`src/rtl/micron_bus_pkg.sv`:
```
// Shared types and constants for the two-port cellular-RAM bus arbiter.
// Holds the FSM state encoding, burst codes and default bus widths.
package micron_bus_pkg;

    localparam int DEF_AW = 16;
    localparam int DEF_DW = 16;
    localparam int WDOG_W = 8;

    typedef enum logic [2:0] {
        IDLE   = 3'd0,
        START  = 3'd1,
        WAITHI = 3'd2,
        BUSY   = 3'd3,
        DONE   = 3'd4,
        ABORT  = 3'd5
    } arb_state_t;

    localparam logic [1:0] BURST_1    = 2'b00;
    localparam logic [1:0] BURST_4    = 2'b01;
    localparam logic [1:0] BURST_8    = 2'b10;
    localparam logic [1:0] BURST_CONT = 2'b11;

    // Watchdog counter sticks at all-ones instead of wrapping.
    function automatic logic [WDOG_W-1:0] wdog_inc(input logic [WDOG_W-1:0] cnt);
        return (cnt == {WDOG_W{1'b1}}) ? cnt : cnt + 1'b1;
    endfunction

endpackage

```
`src/rtl/micron_bus_arbiter_rr_pick2.sv`:
```
// Combinational two-way round-robin pick: a lone requester wins outright,
// and on contention the port that was not granted last wins.
module rr_pick2 (
    input  logic       req0,
    input  logic       req1,
    input  logic       last_gnt,
    output logic [1:0] win
);

    always_comb begin
        win = 2'b00;
        if (req0 && req1) begin
            win = last_gnt ? 2'b01 : 2'b10;
        end else if (req0) begin
            win = 2'b01;
        end else if (req1) begin
            win = 2'b10;
        end
    end

endmodule

```
`src/rtl/micron_bus_arbiter.sv`:
```
// Two-requester round-robin arbiter in front of the cellular-RAM controller,
// with a watchdog that aborts a transaction if the controller hangs.
module micron_bus_arbiter
    import micron_bus_pkg::*;
#(
    parameter int AW      = DEF_AW,
    parameter int DW      = DEF_DW,
    parameter int TIMEOUT = 64,
    parameter int MAXBUSY = 255
) (
    input  logic          clk50MHz,
    input  logic          rst_L,
    input  logic          req0,
    input  logic          req1,
    input  logic          we0,
    input  logic          we1,
    input  logic [AW-1:0] addr0,
    input  logic [AW-1:0] addr1,
    input  logic [1:0]    burst0,
    input  logic [1:0]    burst1,
    input  logic [DW-1:0] wdata0,
    input  logic [DW-1:0] wdata1,
    output logic          gnt0,
    output logic          gnt1,
    output logic          done0,
    output logic          done1,
    output logic          err,
    output logic [DW-1:0] rdata,
    output logic          ctrl_start,
    output logic          ctrl_we,
    output logic [AW-1:0] ctrl_addr,
    output logic [1:0]    ctrl_burst,
    output logic [DW-1:0] ctrl_wdata,
    input  logic          ctrl_wait,
    input  logic [DW-1:0] ctrl_rdata
);

    localparam logic [WDOG_W-1:0] TIMEOUT_C = WDOG_W'(TIMEOUT);
    localparam logic [WDOG_W-1:0] MAXBUSY_C = WDOG_W'(MAXBUSY);

    arb_state_t        state_reg;
    logic [1:0]        gnt_reg;
    logic [1:0]        done_reg;
    logic              last_gnt_reg;
    logic [WDOG_W-1:0] wdog_reg;
    logic [1:0]        win;

    rr_pick2 u_pick (
        .req0     (req0),
        .req1     (req1),
        .last_gnt (last_gnt_reg),
        .win      (win)
    );

    assign gnt0  = gnt_reg[0];
    assign gnt1  = gnt_reg[1];
    assign done0 = done_reg[0];
    assign done1 = done_reg[1];

    always_ff @(posedge clk50MHz or negedge rst_L) begin
        if (!rst_L) begin
            state_reg    <= IDLE;
            gnt_reg      <= 2'b00;
            done_reg     <= 2'b00;
            err          <= 1'b0;
            rdata        <= '0;
            ctrl_start   <= 1'b0;
            ctrl_we      <= 1'b0;
            ctrl_addr    <= '0;
            ctrl_burst   <= 2'b00;
            ctrl_wdata   <= '0;
            last_gnt_reg <= 1'b1;
            wdog_reg     <= '0;
        end else begin
            ctrl_start <= 1'b0;
            done_reg   <= 2'b00;
            err        <= 1'b0;
            case (state_reg)
                IDLE: begin
                    // ctrl_* only change here, so they stay frozen for the
                    // whole transaction regardless of what the requester does.
                    if (win != 2'b00) begin
                        gnt_reg      <= win;
                        last_gnt_reg <= win[1];
                        ctrl_we      <= win[1] ? we1    : we0;
                        ctrl_addr    <= win[1] ? addr1  : addr0;
                        ctrl_burst   <= win[1] ? burst1 : burst0;
                        ctrl_wdata   <= win[1] ? wdata1 : wdata0;
                        state_reg    <= START;
                    end
                end
                START: begin
                    ctrl_start <= 1'b1;
                    wdog_reg   <= '0;
                    state_reg  <= WAITHI;
                end
                WAITHI: begin
                    if (ctrl_wait) begin
                        wdog_reg  <= '0;
                        state_reg <= BUSY;
                    end else if (wdog_reg == TIMEOUT_C) begin
                        done_reg  <= gnt_reg;
                        err       <= 1'b1;
                        state_reg <= ABORT;
                    end else begin
                        wdog_reg <= wdog_inc(wdog_reg);
                    end
                end
                BUSY: begin
                    if (!ctrl_wait) begin
                        done_reg  <= gnt_reg;
                        state_reg <= DONE;
                        if (!ctrl_we) begin
                            rdata <= ctrl_rdata;
                        end
                    end else if (wdog_reg == MAXBUSY_C) begin
                        done_reg  <= gnt_reg;
                        err       <= 1'b1;
                        state_reg <= ABORT;
                    end else begin
                        wdog_reg <= wdog_inc(wdog_reg);
                    end
                end
                DONE, ABORT: begin
                    // No re-grant here: the next winner is picked from IDLE.
                    gnt_reg   <= 2'b00;
                    state_reg <= IDLE;
                end
                default: begin
                    gnt_reg   <= 2'b00;
                    state_reg <= IDLE;
                end
            endcase
        end
    end

endmodule
```
`config.mk`:
```
export PLATFORM = sky130hd
export DESIGN_NAME = micron_bus_arbiter
export DESIGN_NICKNAME = d
export VERILOG_FILES = /design/src/rtl/micron_bus_pkg.sv /design/src/rtl/micron_bus_arbiter_rr_pick2.sv /design/src/rtl/micron_bus_arbiter.sv
export SDC_FILE = /design/constraint.sdc
export NUM_CORES = 1
export LEC_CHECK = 0
export CELL_PAD_IN_SITES_DETAIL_PLACEMENT = 1
export CELL_PAD_IN_SITES_GLOBAL_PLACEMENT = 1
export CORE_UTILIZATION = 33
export DETAILED_ROUTE_END_ITERATION = 7
export PLACE_DENSITY = 0.9
export SYNTH_ARGS = -nofsm -noshare
export SYNTH_HDL_FRONTEND = slang
export SYNTH_SLANG_ARGS = --single-unit
export TNS_END_PERCENT = 5
```
`constraint.sdc`:
```
create_clock -name clk50MHz -period 4.25 [get_ports clk50MHz]
set_input_delay 0.85 -clock clk50MHz [delete_from_list [all_inputs] [get_ports clk50MHz]]
set_output_delay 0.85 -clock clk50MHz [all_outputs]
set_load 0.005 [all_outputs]
```
==> summary.txt, run 1 <==
Critical path
  – Critical path endpoint category: flip-flop
  – Crit Path Category: in2reg
  – Worst Path Required: 4.51 ns
  – Worst path cell trace: clkdlybuf4s50_1 -> o21a_2 -> buf_4 -> nor2_1 -> a21oi_1
  – Startpoint types: input pin
  – R2r worst-path depth: 5
  – CP delay by family, top: buffers and inverters
  – Crit Path Max Fanout: 44
  – CP max stage delay: about 0.67 ns
  – Worst path depth: 5
  – Crit path DAT: 2.78 ns
  – Bufs and invs on worst path: 2
  – Slowest CP cell: o21a_2

Power and ir drop
  – Flop pwr share: 37.1%
  – Switching part of the total power: between 30 and 40%
  – Clock share of power: a little under a fifth
  – PD cells: between 600 and 700 mW/mm^2
  – P_int: roughly 2.1 mW
  – P_sw: ~1.0 mW
  – Comb power frac: between 40 and 50%
  – Pleak: between 2 and 2.5 nW
  – VDD IR max: 210 uV

Final layout
  – Biggest registers after layout: ctrl_addr (16), ctrl_wdata (16), rdata (16)
  – Multi-input logic area: ~0.0014 mm^2
  – Share of cells above drive strength 1: under 10%
  – Final layout net count: between 500 and 600
  – Register Area: ~0.0017 mm^2
  – FILL cells: ~1000
  – Antenna Cells: 0
  – Area Growth Syn to Fin: 55.0%

Floorplan
  – Die height: 101 um
  – Row Count: 35
  – Die area: 0.0102 mm^2
  – Starting density of the core: 34.4%
  – Die X: 101 um
  – Total core area: about 0.0094 mm^2
  – I/O pin total: between 100 and 150

Min path
  – Worst Hold Depth: 1
  – HP Class: reg2reg

GRT
  – Initial antenna violation count: 0
  – Vias in the first global route: a little under 3000
  – Global route overflow: 0
  – First-pass GRT wire length: 14500 um
  – Maximum number of pins on one net before global-route repair: 48
  – All-Layer GR Usage: a little under a fifth

Timing
  – Final hold violations: 0
  – Fin crit share: 59.4%
  – Slew margin rel.: a little under a third
  – RSZ-0062 raised after global routing: false
  – Slew @ Worst Pin: 1.04 ns
  – Max Slew Vio Count: 0
  – Final setup fails: 0
  – Final worst slack: about 1.7 ns
  – Clock Skews: approximately 0.01 ns
  – Minimum clock period: between 2 and 3 ns
  – Post-route setup TNS: 0 ns
  – FMAX: approximately 0.40 GHz

Synthesis
  – Ys async rst share: 100%
  – Primary FF master, synth: dfrtp_1
  – Count leader, synth: dfrtp_1
  – Netlist Area Pre-Place: between 0.003 and 0.004 mm^2
  – Yosys warns: 0
  – Unique masters post-synth: 39
  – Top post-synthesis cells by area: dfrtp_1 53%, mux2i_1 11%, a21oi_1 7.9%
  – Syn Area/Cell: about 11 um^2
  – Mapped Nets: 388
  – Seq/Total Area, Yosys: between 50% and 60%
  – Number of synthesized flops with an enable pin: 0
  – Share of the synthesized area in the top cell type: between 50% and 60%
  – Mapped Cells: approximately 300
  – Commonest cells in the netlist: 68 x dfrtp_1, 51 x a21oi_1, 42 x nor2_1, 35 x mux2i_1, 15 x buf_2
  – Number of synthesized register bits: 69
  – Yosys top cell by area: dfrtp_1

Clocking
  – Clk_lat worst skew: about 0.34 ns
  – CTS tree: yes
  – CTS root buf: clkbuf_8
  – CTS sink cnt: 69
  – Clock transition at path regs: ~0.070 ns
  – # hold bufs at CTS: 0
  – Postcts setup bufs: 0
  – Clk buf depth: 2
  – Number of buffers created by CTS: 9
  – H-tree Lvls: 3
  – Cts repair resizes: 0

Job
  – Max-cap violation count: 0

Routing
  – DR iter-0 viols: 52
  – WL final: roughly 9200 um
  – Post-DRT Antenna Nets: 0
  – Avg Vias per Cell: between 4 and 5
  – Drt pass-1 iters: 6
  – DR DRC count: 0
  – Via count: about 2800
  – Avg WL per Cell: 16.1 um

Place
  – DP HPWL: 6970 um
  – Buffers added on ports: approximately 150
  – Dpl ws: between 1 and 1.5 ns
  – Placer Congestion: ~0.76

Outcome
  – Status: completed
[cell families (layout without fill, tap and decap cells)]
family / after synthesis / in the layout / share of synthesized area, %
flip-flops: 69 / 69 / 53.6
adder cells (fa/ha/maj): 2 / 2 / 0.776
multiplexers: 51 / 51 / 17.6
AO/OA/AOI/OAI: 75 / 75 / 13.3
buffers and inverters: 22 / 169 / 3.84
AND/OR/NAND/NOR: 76 / 76 / 10.8
[power by group through the flow]
stage / logic (mW) / clock network (mW) / registers [mW]
5_1_grt: 1.52 / 0.641 / 1.20
3_3_place_gp: 1.34 / 0 / 1.15
6_report: 1.38 / 0.592 / 1.16
3_5_place_dp: 1.40 / 0 / 1.17
4_1_cts: 1.40 / 0.610 / 1.16
2_1_floorplan: 0.658 / 0 / 1.13
[metrics by stage]
stage	cells	hold WS, ns	cell area (um^2)	power [mW]	utilization, %
2_1_floorplan	295	0.498	3220	1.79	-
3_3_place_gp	555	0.486	4770	2.48	50.9
3_5_place_dp	555	0.495	4770	2.56	50.9
4_1_cts	571	0.512	5000	3.18	53.3
5_1_grt	571	0.519	5000	3.36	53.3
6_report	571	0.509	5000	3.13	53.3
[worst paths after layout]
check	startpoint	slack, ns	to
min in group asynchronous	rst_L	0.70	wdog_reg[4]
max in group asynchronous	rst_L	2.60	last_gnt_reg
worst min register to register	rdata[2]	0.51	rdata[2]
worst max-delay path	req0	1.73	ctrl_wdata[4]
worst max register to register	state_reg[1]	1.91	ctrl_wdata[4]
worst min-delay path	rdata[2]	0.51	rdata[2]
[placed cells by master (no fill, tap or decap), drive strengths merged, types with 2 or more instances in the layout]
cell type,n
buf,4
nand3b,2
a31oi,4
nand2b,3
nor2,42
o21ai,5
clkinv,3
mux2i,35
nand2,10
clkbuf,10
a21oi,51
a211oi,2
bufinv,2
nor3,2
clkdlybuf4s50,146
inv,3
a41o,2
and2,5
a21o,3
ha,2
a311oi,2
mux2,16
dfrtp,68
nand3,4
[metal layers]
metal  global-route usage [%]  share of wire, %  vias up  routed length, um
met5                        0                 0        -                  0
met4                     6.02               1.1        0                105
met3                     5.34               6.2       13                570
met2                     34.3                53      108               4890
met1                     21.1                40     1337               3640
li1                         -                 -     1327                  -
[cell type report]
type                    instances  share of cell area (%)
flip-flops and latches         69                    34.6
repair buffers                150                    29.8
multi-input cells             204                    27.7
well taps                     129                    3.23
clock buffers                  10                    2.75
clock inverters                 6                    1.73
inverters                       3                   0.225
No activity file was read; power rests on OpenSTA's default activity.
==> inputs of run 2 (changes only) <==
--- a/config.mk
+++ b/config.mk
@@ -7,9 +7,9 @@
 export LEC_CHECK = 0
 export CELL_PAD_IN_SITES_DETAIL_PLACEMENT = 1
 export CELL_PAD_IN_SITES_GLOBAL_PLACEMENT = 1
-export CORE_UTILIZATION = 33
+export CORE_UTILIZATION = 28
 export DETAILED_ROUTE_END_ITERATION = 7
-export PLACE_DENSITY = 0.9
+export PLACE_DENSITY = 0.82
 export SYNTH_ARGS = -nofsm -noshare
 export SYNTH_HDL_FRONTEND = slang
 export SYNTH_SLANG_ARGS = --single-unit
==> constraint.sdc (replaced) <==
create_clock -name clk50MHz -period 2.17 [get_ports clk50MHz]
set_input_delay 0.434 -clock clk50MHz [delete_from_list [all_inputs] [get_ports clk50MHz]]
set_output_delay 0.434 -clock clk50MHz [all_outputs]
set_load 0.005 [all_outputs]
==> summary.txt, run 2 (synthesis gave the netlist of run 1 again) <==
Outcome
  – Status: completed

Critical path
  – R2R Path Start: wdog_reg[0]
  – Crit Reg-Reg Endpoint: done_reg[0]
  – Crit Path Max Fanout: 9 (-80%)
  – Crit Path Category: reg2reg
  – Crit path DAT: 2.23 ns (-0.55 ns)
  – Flop-to-flop setup slack: 0.21 ns (-1.70 ns)
  – Critical path endpoint category: flip-flop
  – Startpoint types: flip-flop
  – R2r worst-path depth: 6 (+1)
  – Worst Path Required: 2.44 ns (-2.07 ns)

Clocking
  – Number of buffers created by CTS: 9 (unchanged)
  – CTS tree: yes
  – # hold bufs at CTS: 0 (unchanged)
  – Clk_lat worst skew: 0.33 ns (about the same)
  – Postcts setup bufs: 0 (unchanged)
  – H-tree Lvls: 3 (unchanged)
  – Clk buf depth: 2 (unchanged)
  – CTS sink cnt: 69 (unchanged)
  – CTS root buf: clkbuf_16
  – Cts repair resizes: 0 (unchanged)
  – Clock transition at path regs: 0.06 ns (about the same)

Place
  – DP HPWL: 7100 um (+1.8%)
  – Buffers added on ports: 147 (unchanged)
  – Placer Congestion: 0.835 (+9.4%)
  – Placed Area: 0.00488 mm^2 (+2.2%)

Timing
  – Max Slew Vio Count: 0 (unchanged)
  – Post-route setup TNS: 0 ns (unchanged)
  – Final setup fails: 0 (unchanged)
  – FMAX: ~0.51 GHz
  – Slew margin rel.: 68.6% (+38 points)
  – Final hold violations: 0 (unchanged)
  – Clock Skews: 0.00620 ns (-0.00387 ns)
  – RSZ-0062 raised after global routing: false
  – Minimum clock period: about 2.0 ns
  – Slew @ Worst Pin: 0.471 ns (-0.567 ns)
  – Fin crit share: 90.3%

Power and ir drop
  – Clock share of power: 21.5% (+2.6 points)
  – PD cells: 1250 mW/mm^2 (+100%)
  – Flop pwr share: 34.8% (-2.3 points)
  – Pleak: 2.19 nW (+3.5%)
  – P_int: 4.34 mW (+110%)
  – Total Power: 6.47 mW (+110%)
  – P_sw: 2.13 mW (+110%)
  – Comb power frac: 43.6% (-0.4 points)
  – Switching part of the total power: 32.9% (+0.043 points)
  – VDD IR max: 481 uV (+130%)

Job
  – Max-cap violation count: 0 (unchanged)

Floorplan
  – Die area: 0.0119 mm^2 (+17%)
  – I/O pin total: 148 (unchanged)
  – Die height: 109 um (+8.4%)
  – Die X: 109 um (+8.4%)
  – Total core area: 0.0110 mm^2 (+18%)
  – Starting density of the core: 29.2% (-5.2 points)
  – Row Count: 38 (+8.6%)

Min path
  – HP Class: in2async

Final layout
  – Biggest registers after layout: ctrl_addr (16), ctrl_wdata (16), rdata (16)
  – Final instance area: 0.00517 mm^2 (+3.4%)
  – Commonest non-fill, non-tap cell in the layout: clkdlybuf4s50_1
  – Share of cells above drive strength 1: 10.9% (+1.4 points)
  – Final layout net count: 537 (+1.3%)
  – Area Growth Syn to Fin: 60.3%
  – Register Area: 0.00173 mm^2 (unchanged)
  – Most frequent cells in the layout: 146 x clkdlybuf4s50_1, 68 x dfrtp_1, 51 x a21oi_1, 42 x nor2_1, 35 x mux2i_1
  – Multi-input logic area: 0.00138 mm^2 (unchanged)
  – Final Util: 46.8% (-6.5 points)
  – FILL cells: 1208 (+16%)
  – Antenna Cells: 0 (unchanged)

GRT
  – All-Layer GR Usage: 16.9% (-1.9 points)
  – Maximum number of pins on one net before global-route repair: 60 (+25%)
  – Vias in the first global route: 3093 (+5.1%)
  – Global route overflow: 0 (unchanged)
  – Initial antenna violation count: 0 (unchanged)
  – First-pass GRT wire length: 15300 um (+5.6%)

Routing
  – Drt pass-1 iters: 4 (-2)
  – Avg Vias per Cell: 4.79 (-1.7%)
  – WL final: 9570 um (+4.0%)
  – Avg WL per Cell: 16.2 um (+0.79%)
  – Post-DRT Antenna Nets: 0 (unchanged)
  – DR iter-0 viols: 60 (+15%)
  – DR DRC count: 0 (unchanged)
  – Via count: 2824 (+1.4%)
[run 2: per-layer routing]
metal | part of all wire [%] | track usage, % | vias to the layer above | wire length (um)
li1 | - | - | 1346 | -
met1 | 40 | 19.3 | 1352 | 3870
met2 | 49 | 28.6 | 113 | 4710
met3 | 8.6 | 6.05 | 13 | 822
met4 | 1.7 | 7.33 | 0 | 159
met5 | 0 | 0 | - | 0
[run 2: power by group through the flow]
| stage | Clock [mW] | Combinational, mW | Sequential, mW |
|---|---|---|---|
| floorplan | 0 | 1.29 | 2.21 |
| global placement | 0 | 2.74 | 2.24 |
| detailed placement | 0 | 2.84 | 2.27 |
| CTS | 1.44 | 2.87 | 2.26 |
| global route | 1.49 | 3.13 | 2.33 |
| finish | 1.39 | 2.82 | 2.25 |
[run 2: how the worst max path moves through the flow]
stage                start          end  slack, ns  cells after the start
6_report       wdog_reg[0]  done_reg[0]       0.21                      6
5_1_grt        wdog_reg[0]  done_reg[0]       0.01                      6
4_1_cts        wdog_reg[0]  done_reg[0]       0.20                      6
3_5_place_dp     ctrl_wait  wdog_reg[6]       0.08                      6
3_3_place_gp     ctrl_wait    rdata[12]       0.12                      3
2_1_floorplan    ctrl_wait     rdata[0]       0.42                      5
[run 2: final cells by class]
class / instances / area share (%)
Sequential cell: 69 / 33.4
Clock inverter: 6 / 0.920
Multi-Input combinational cell: 204 / 26.8
Timing Repair Buffer: 157 / 30.6
Tap cell: 140 / 3.39
Clock buffer: 10 / 4.63
Inverter: 3 / 0.218
[run 2: worst max-delay path, cell delays in order, from the launching register on]
cell and delay, ns:
dfrtp_1 0.38, ha_1 0.24, and4_1 0.25, nand3_1 0.31, a21o_1 0.28, a21oi_1 0.26, and2_1 0.17
[run 2: through the flow]
stage	cells	setup slack [ns]	hold slack, ns
6_report	589	0.210	0.0533
5_1_grt	589	0.0140	0.0840
4_1_cts	589	0.204	0.0623
3_5_place_dp	573	0.0755	0.426
3_3_place_gp	573	0.119	0.422
2_1_floorplan	295	0.423	0.138
